## config.mk

```make
export PLATFORM = sky130hd
export DESIGN_NAME = csr_access_ctrl_flat
export DESIGN_NICKNAME = d
export VERILOG_FILES = /design/src/rtl/csr_access_ctrl_if.sv /design/src/rtl/csr_access_ctrl.sv /design/src/flat_wrapper.sv
export SDC_FILE = /design/constraint.sdc
export NUM_CORES = 1
export LEC_CHECK = 0
export CAP_MARGIN = 20
export CORE_MARGIN = 2
export CORE_UTILIZATION = 30
export CTS_CLUSTER_SIZE = 16
export DETAILED_ROUTE_END_ITERATION = 16
export MAX_ROUTING_LAYER = met4
export PLACE_DENSITY_LB_ADDON = 0.2
export RECOVER_POWER = 50
export SYNTH_ARGS = -nofsm -noshare
export SYNTH_HDL_FRONTEND = slang
export SYNTH_SLANG_ARGS = --single-unit
```

## constraint.sdc

```tcl
create_clock -name clk -period 10.1 [get_ports clk]
set_input_delay 1.515 -clock clk [delete_from_list [all_inputs] [get_ports clk]]
set_output_delay 1.515 -clock clk [all_outputs]
set_load 0.01 [all_outputs]
```

## src/rtl/csr_access_ctrl_if.sv

```systemverilog
// Bundle between dispatch/writeback lanes, csr_access_ctrl and the CSR file ports.
// slave is the controller's view; master is the surrounding pipeline/CSR side.
interface csr_access_ctrl_if #(
  parameter int AW = 14,
  parameter int DW = 32
);

  logic          rd0_req;
  logic          rd1_req;
  logic [AW-1:0] rd0_addr;
  logic [AW-1:0] rd1_addr;
  logic          rd0_gnt;
  logic          rd1_gnt;
  logic          rd0_rvalid;
  logic          rd1_rvalid;
  logic [DW-1:0] rd_rdata;

  logic          csr_read_en;
  logic [AW-1:0] csr_read_addr;
  logic [DW-1:0] csr_read_data;

  logic          wr0_valid;
  logic          wr1_valid;
  logic [AW-1:0] wr0_addr;
  logic [AW-1:0] wr1_addr;
  logic [DW-1:0] wr0_data;
  logic [DW-1:0] wr1_data;
  logic          wr_ready;

  logic          csr_write_en;
  logic [AW-1:0] csr_write_addr;
  logic [DW-1:0] csr_write_data;
  logic          wq_empty;

  modport slave (
    input  rd0_req, rd1_req, rd0_addr, rd1_addr, csr_read_data,
    input  wr0_valid, wr1_valid, wr0_addr, wr1_addr, wr0_data, wr1_data,
    output rd0_gnt, rd1_gnt, rd0_rvalid, rd1_rvalid, rd_rdata,
    output csr_read_en, csr_read_addr, wr_ready,
    output csr_write_en, csr_write_addr, csr_write_data, wq_empty
  );

  modport master (
    output rd0_req, rd1_req, rd0_addr, rd1_addr, csr_read_data,
    output wr0_valid, wr1_valid, wr0_addr, wr1_addr, wr0_data, wr1_data,
    input  rd0_gnt, rd1_gnt, rd0_rvalid, rd1_rvalid, rd_rdata,
    input  csr_read_en, csr_read_addr, wr_ready,
    input  csr_write_en, csr_write_addr, csr_write_data, wq_empty
  );

endinterface

```

## src/rtl/csr_access_ctrl.sv

```systemverilog
// Two-lane CSR read arbiter (round-robin, data 1 cycle after grant) plus in-order dual-enqueue write queue.
// Writes drain one per cycle from the head; wr_ready needs 2 free slots; reads hitting a queued address wait.
module csr_access_ctrl #(
  parameter int QDEPTH = 4,
  parameter int AW     = 14,
  parameter int DW     = 32
) (
  input logic              clk,
  input logic              rst,
  csr_access_ctrl_if.slave bus
);

  localparam int LW = $clog2(QDEPTH);
  localparam int PW = LW + 1;

  typedef logic [PW-1:0] ptr_t;
  typedef logic [LW-1:0] idx_t;

  ptr_t              head;
  ptr_t              tail;
  ptr_t              occ;
  ptr_t              free_slots;
  idx_t              tail_idx0;
  idx_t              tail_idx1;
  logic [AW-1:0]     q_addr [QDEPTH];
  logic [DW-1:0]     q_data [QDEPTH];
  logic [QDEPTH-1:0] q_live;
  logic [1:0]        n_wr;
  logic              enq_ok;
  logic              deq;

  logic              blk0;
  logic              blk1;
  logic              cand0;
  logic              cand1;
  logic              contested;
  logic              gnt0;
  logic              gnt1;
  logic              rr;
  logic              rvalid0;
  logic              rvalid1;
  logic [DW-1:0]     rdata;

  assign occ        = tail - head;
  assign free_slots = ptr_t'(QDEPTH) - occ;
  assign deq        = (occ != '0);
  assign n_wr       = {1'b0, bus.wr0_valid} + {1'b0, bus.wr1_valid};
  // A lone write at occupancy QDEPTH-1 still fits; anything that would overflow is dropped whole.
  assign enq_ok     = (ptr_t'(n_wr) <= free_slots);
  assign tail_idx0  = tail[LW-1:0];
  assign tail_idx1  = tail[LW-1:0] + idx_t'(bus.wr0_valid);

  always_ff @(posedge clk or posedge rst) begin
    if (rst) begin
      head <= '0;
      tail <= '0;
      for (int i = 0; i < QDEPTH; i++) begin
        q_addr[i] <= '0;
        q_data[i] <= '0;
      end
    end else begin
      if (deq) begin
        head <= head + ptr_t'(1);
      end
      if (enq_ok) begin
        tail <= tail + ptr_t'(n_wr);
        if (bus.wr0_valid) begin
          q_addr[tail_idx0] <= bus.wr0_addr;
          q_data[tail_idx0] <= bus.wr0_data;
        end
        if (bus.wr1_valid) begin
          q_addr[tail_idx1] <= bus.wr1_addr;
          q_data[tail_idx1] <= bus.wr1_data;
        end
      end
    end
  end

  // Slot i is live when its distance from head (mod QDEPTH) is below occupancy.
  always_comb begin
    idx_t off;
    off    = '0;
    q_live = '0;
    for (int i = 0; i < QDEPTH; i++) begin
      off       = idx_t'(i) - head[LW-1:0];
      q_live[i] = (ptr_t'(off) < occ);
    end
  end

  always_comb begin
    blk0 = (bus.wr0_valid && (bus.wr0_addr == bus.rd0_addr)) ||
           (bus.wr1_valid && (bus.wr1_addr == bus.rd0_addr));
    blk1 = (bus.wr0_valid && (bus.wr0_addr == bus.rd1_addr)) ||
           (bus.wr1_valid && (bus.wr1_addr == bus.rd1_addr));
    for (int i = 0; i < QDEPTH; i++) begin
      if (q_live[i] && (q_addr[i] == bus.rd0_addr)) begin
        blk0 = 1'b1;
      end
      if (q_live[i] && (q_addr[i] == bus.rd1_addr)) begin
        blk1 = 1'b1;
      end
    end
  end

  assign cand0     = bus.rd0_req && !blk0 && !rst;
  assign cand1     = bus.rd1_req && !blk1 && !rst;
  assign contested = cand0 && cand1;
  assign gnt0      = cand0 && (!cand1 || !rr);
  assign gnt1      = cand1 && (!cand0 || rr);

  always_ff @(posedge clk or posedge rst) begin
    if (rst) begin
      rr      <= 1'b0;
      rvalid0 <= 1'b0;
      rvalid1 <= 1'b0;
      rdata   <= '0;
    end else begin
      rr      <= rr ^ contested;
      rvalid0 <= gnt0;
      rvalid1 <= gnt1;
      if (gnt0 || gnt1) begin
        rdata <= bus.csr_read_data;
      end
    end
  end

  assign bus.rd0_gnt        = gnt0;
  assign bus.rd1_gnt        = gnt1;
  assign bus.rd0_rvalid     = rvalid0;
  assign bus.rd1_rvalid     = rvalid1;
  assign bus.rd_rdata       = rdata;
  assign bus.csr_read_en    = gnt0 || gnt1;
  assign bus.csr_read_addr  = gnt1 ? bus.rd1_addr : (gnt0 ? bus.rd0_addr : '0);

  assign bus.wr_ready       = (free_slots >= ptr_t'(2));
  assign bus.wq_empty       = !deq;
  assign bus.csr_write_en   = deq;
  assign bus.csr_write_addr = q_addr[head[LW-1:0]];
  assign bus.csr_write_data = q_data[head[LW-1:0]];

endmodule

```

## src/flat_wrapper.sv

```systemverilog
// flat-port wrapper written by rule: the top's interface ports become plain ports
module csr_access_ctrl_flat 
#(
  parameter int QDEPTH = 4,
  parameter int AW     = 14,
  parameter int DW     = 32
)
  (clk, rst, bus_rd0_req, bus_rd1_req, bus_rd0_addr, bus_rd1_addr, bus_csr_read_data, bus_wr0_valid, bus_wr1_valid, bus_wr0_addr, bus_wr1_addr, bus_wr0_data, bus_wr1_data, bus_rd0_gnt, bus_rd1_gnt, bus_rd0_rvalid, bus_rd1_rvalid, bus_rd_rdata, bus_csr_read_en, bus_csr_read_addr, bus_wr_ready, bus_csr_write_en, bus_csr_write_addr, bus_csr_write_data, bus_wq_empty);
  csr_access_ctrl_if #(.AW(AW), .DW(DW)) bus_i ();
  input logic clk;
  input logic rst;
  input wire logic [$bits(bus_i.rd0_req)-1:0] bus_rd0_req;
  input wire logic [$bits(bus_i.rd1_req)-1:0] bus_rd1_req;
  input wire logic [$bits(bus_i.rd0_addr)-1:0] bus_rd0_addr;
  input wire logic [$bits(bus_i.rd1_addr)-1:0] bus_rd1_addr;
  input wire logic [$bits(bus_i.csr_read_data)-1:0] bus_csr_read_data;
  input wire logic [$bits(bus_i.wr0_valid)-1:0] bus_wr0_valid;
  input wire logic [$bits(bus_i.wr1_valid)-1:0] bus_wr1_valid;
  input wire logic [$bits(bus_i.wr0_addr)-1:0] bus_wr0_addr;
  input wire logic [$bits(bus_i.wr1_addr)-1:0] bus_wr1_addr;
  input wire logic [$bits(bus_i.wr0_data)-1:0] bus_wr0_data;
  input wire logic [$bits(bus_i.wr1_data)-1:0] bus_wr1_data;
  output wire logic [$bits(bus_i.rd0_gnt)-1:0] bus_rd0_gnt;
  output wire logic [$bits(bus_i.rd1_gnt)-1:0] bus_rd1_gnt;
  output wire logic [$bits(bus_i.rd0_rvalid)-1:0] bus_rd0_rvalid;
  output wire logic [$bits(bus_i.rd1_rvalid)-1:0] bus_rd1_rvalid;
  output wire logic [$bits(bus_i.rd_rdata)-1:0] bus_rd_rdata;
  output wire logic [$bits(bus_i.csr_read_en)-1:0] bus_csr_read_en;
  output wire logic [$bits(bus_i.csr_read_addr)-1:0] bus_csr_read_addr;
  output wire logic [$bits(bus_i.wr_ready)-1:0] bus_wr_ready;
  output wire logic [$bits(bus_i.csr_write_en)-1:0] bus_csr_write_en;
  output wire logic [$bits(bus_i.csr_write_addr)-1:0] bus_csr_write_addr;
  output wire logic [$bits(bus_i.csr_write_data)-1:0] bus_csr_write_data;
  output wire logic [$bits(bus_i.wq_empty)-1:0] bus_wq_empty;
  assign bus_i.rd0_req = bus_rd0_req;
  assign bus_i.rd1_req = bus_rd1_req;
  assign bus_i.rd0_addr = bus_rd0_addr;
  assign bus_i.rd1_addr = bus_rd1_addr;
  assign bus_i.csr_read_data = bus_csr_read_data;
  assign bus_i.wr0_valid = bus_wr0_valid;
  assign bus_i.wr1_valid = bus_wr1_valid;
  assign bus_i.wr0_addr = bus_wr0_addr;
  assign bus_i.wr1_addr = bus_wr1_addr;
  assign bus_i.wr0_data = bus_wr0_data;
  assign bus_i.wr1_data = bus_wr1_data;
  assign bus_rd0_gnt = bus_i.rd0_gnt;
  assign bus_rd1_gnt = bus_i.rd1_gnt;
  assign bus_rd0_rvalid = bus_i.rd0_rvalid;
  assign bus_rd1_rvalid = bus_i.rd1_rvalid;
  assign bus_rd_rdata = bus_i.rd_rdata;
  assign bus_csr_read_en = bus_i.csr_read_en;
  assign bus_csr_read_addr = bus_i.csr_read_addr;
  assign bus_wr_ready = bus_i.wr_ready;
  assign bus_csr_write_en = bus_i.csr_write_en;
  assign bus_csr_write_addr = bus_i.csr_write_addr;
  assign bus_csr_write_data = bus_i.csr_write_data;
  assign bus_wq_empty = bus_i.wq_empty;
  csr_access_ctrl #(.QDEPTH(QDEPTH), .AW(AW), .DW(DW)) u_core (.clk(clk), .rst(rst), .bus(bus_i));
endmodule
```

==> results.cfg <==
[status]
outcome = complete, but fails checks
violations = capacitance limit, slew limit

[clock_tree]
cts.sink_count = 225
post_cts_resize_count = 0
cts_tree = yes
cts.htree.levels = 1
clock_path_buffers = 3
tritoncts.num_buffers = 28
cts_setup_buffers = 0
clkSlewWorstSetupHoldPaths_ns = 0.05
hold_buffers = 0
clock_latency_ns = 0.57
cts_root_buffer = clkbuf_16

[sta]
report.final.slew_viol_count = 219
min_period_over_period_pct = 69.2
max_freq_mhz = 143
finClkSkew_ns = 0.0201
fin_tns_setup_ns = 0
timing_worst_slew_pin_value_ns = 4.62
final.setup.worst_slack_ns = 3.11
final-setup-viol-count = 0
rsz0062_at_grt = false
final.min_clock_period_ns = 6.99
finalHoldViolCount = 0
timing.max_slew.rel_slack_pct = -210

[die]
rows = 77
top_level_i_o_count = 258
die_height_microns = 215
fp.dieArea_sq_um = 46100
floorplan.initialDensity_pct = 30.3
coreArea_sq_um = 44000
floorplan.die.width_microns = 215

[worst_setup_path]
reg2reg_setup_slack_ns = 4.15
critical_path.reg2reg.startpoint = u_core.tail[0]
depth_of_the_worst_register_to_register_path = 10
rr_endpoint = u_core.q_addr[28]
crit_start_category = input pin
cp_data_required_time_ns = 8.59
destination_of_the_critical_timing_path = bus_csr_read_en
critPathCaptureType = primary output
cp.arrival_ns = 5.47
worstSetupStartpoint = bus_rd0_addr[5]
critical_path.max_fanout = 33
critical_path_class = input pin to primary output

[yosys]
synth_fp_nets = 1505
synth_warnings = 0
synth.cell_area_sq_um = 13300
synth_sequential_area_ratio_pct = 42.2
netlist_instances = 1329
asyncSetResetFlopFracSynth_pct = 100
synth_edf_count = 0
main_flop_type_after_synthesis = dfrtp_1
synth.distinct_cells = 45
syn_area_per_cell_sq_um = 10.0
ys_ff_latch = 225

[grt]
grt_use_total_pct = 23.4
antenna_found_initial = 5
gr-total-overflow = 0
grt_start_max_net_pins = 102
wire_length_of_the_first_global_routing_pass_mm = 79.5
grt_pass1_vias = 11798

[route]
drc_errors_left = 0
first_pass_iters = 7
detailroute.via_count = 11645
ant_nets = 0
drt-total-wl_mm = 53.8
wire_per_inst_microns = 25.5
detailedRoute.firstIterationViolations = 1155
avgViaCountPerCell = 5.53

[pwr]
vdd_ir_drop_max_mv = 0.332
static_leakage_nw = 6.31
power.density_cell_area_nw_per_um2 = 397

[placement]
hpwl_mm = 34.8
portBuffers = 257
place_area_sq_um = 16100
place_ws_ns = 3.89
finalWeightedCongestion = 0.987

[finish]
layout.filler_cells = 4390
finalNetCount = 1664
area.growth.synth_to_final_pct = 28.0
final_cell_area_excluding_filler_cells_sq_um = 17100
layout-drive-gt1-share_pct = 11.4

[run]
drv.max_cap_violation_count = 3

[min_path]
hp-class = flop to flop
==> synth_stat cells (23+ instances only) <==
library cell,count,share of area [%]
a21oi_1,188,7.1
buf_2,24,0.90
buf_4,23,1.3
clkbuf_1,60,1.7
dfrtp_1,225,42
mux2_4,29,3.3
mux4_2,46,7.8
nand4_1,33,1.5
nor2_1,186,5.2
o22ai_1,184,8.6
xnor2_1,132,8.7
xor2_1,42,2.8
==> stage by stage <==
step	hold WS, ns	power, mW	utilization (%)	std cells
final	0.477	6.78	38.8	2106
after floorplan	0.490	4.17	-	1329
after global placement	0.491	5.75	36.6	2049
after global routing	0.501	7.19	38.8	2106
after CTS	0.507	6.86	38.8	2100
after detailed placement	0.493	5.78	36.6	2049
==> where the power goes <==
| group | total [mW] | internal [mW] | switching [mW] |
|---|---|---|---|
| logic | 3.98 | 1.61 | 2.38 |
| registers | 1.74 | 1.34 | 0.400 |
| clock network | 1.05 | 0.629 | 0.424 |
| total | 6.78 | 3.58 | 3.20 |
==> cell usage in the layout, fill, tap and decap left out, types with 10 or more instances in the layout <==
cell / synthesis / routed
nor4_1: 13 / 13
nor2_1: 186 / 186
clkdlybuf4s50_1: 0 / 221
xnor2_1: 132 / 132
xor2_1: 42 / 42
inv_1: 11 / 10
mux2_4: 29 / 25
a21oi_1: 188 / 185
dlygate4sd3_1: 0 / 36
dfrtp_1: 225 / 223
ha_1: 16 / 16
nand4_1: 33 / 34
o22ai_1: 184 / 184
nand2_1: 11 / 12
buf_4: 23 / 17
mux4_2: 46 / 46
clkbuf_16: 0 / 29
==> how the worst min path moves through the flow <==
stage | start | endpoint | slack (ns) | cells past startpoint
after floorplan | u_core.q_data[32] | u_core.q_data[32] | 0.49 | 2
after global placement | u_core.bus.rd_rdata[5] | u_core.bus.rd_rdata[5] | 0.49 | 1
after detailed placement | u_core.bus.rd_rdata[0] | u_core.bus.rd_rdata[0] | 0.49 | 1
after CTS | u_core.bus.rd_rdata[25] | u_core.bus.rd_rdata[25] | 0.51 | 1
after global routing | u_core.bus.rd_rdata[0] | u_core.bus.rd_rdata[0] | 0.50 | 1
final | u_core.bus.rd_rdata[0] | u_core.bus.rd_rdata[0] | 0.48 | 1
==> cells by family after synthesis <==
group / after synthesis / synth area share, %
mux: 78 / 11.3
flops: 225 / 42.2
fa+ha+maj: 18 / 1.80
buf+inv: 158 / 5.76
compound gates: 399 / 17.6
xor+xnor: 176 / 11.8
simple gates: 275 / 9.58
==> layout make-up <==
class | instances | area [sq um] | share of cell area (%)
multi-input combinational | 946 | 6940 | 40.7
sequential | 225 | 5640 | 33.0
timing repair buffer | 276 | 2730 | 16.0
clock buffer | 38 | 840 | 4.92
tap | 592 | 741 | 4.34
clock inverter | 13 | 121 | 0.711
inverter | 11 | 42.5 | 0.249
antenna | 5 | 12.5 | 0.0733
==> state kept, by name, summed over array words and instances (netlist names) <==
register and count:
u_core.bus.rd0_rvalid 1, u_core.q_addr 56, u_core.tail 3, u_core.q_data 128, u_core.rr 1, u_core.head 3
u_core.bus.rd_rdata 32, u_core.bus.rd1_rvalid 1
==> worst max-delay path, cell delays in order <==
cell             delay (ns)
clkdlybuf4s50_1        0.82
xnor2_1                0.19
nand4_1                0.21
nor4_2                 0.08
a22oi_2                0.20
nand4_1                0.22
nand2_1                1.41
clkdlybuf4s50_1        0.78
==> per-layer routing <==
layer	wire length (microns)	part of all wire, %	GRT usage, %
met5	0	0	-
met4	1560	2.9	6.44
met2	25100	47	36.6
met3	4510	8.4	5.51
met1	22700	42	30.5
No activity file was read; power rests on OpenSTA's default activity.
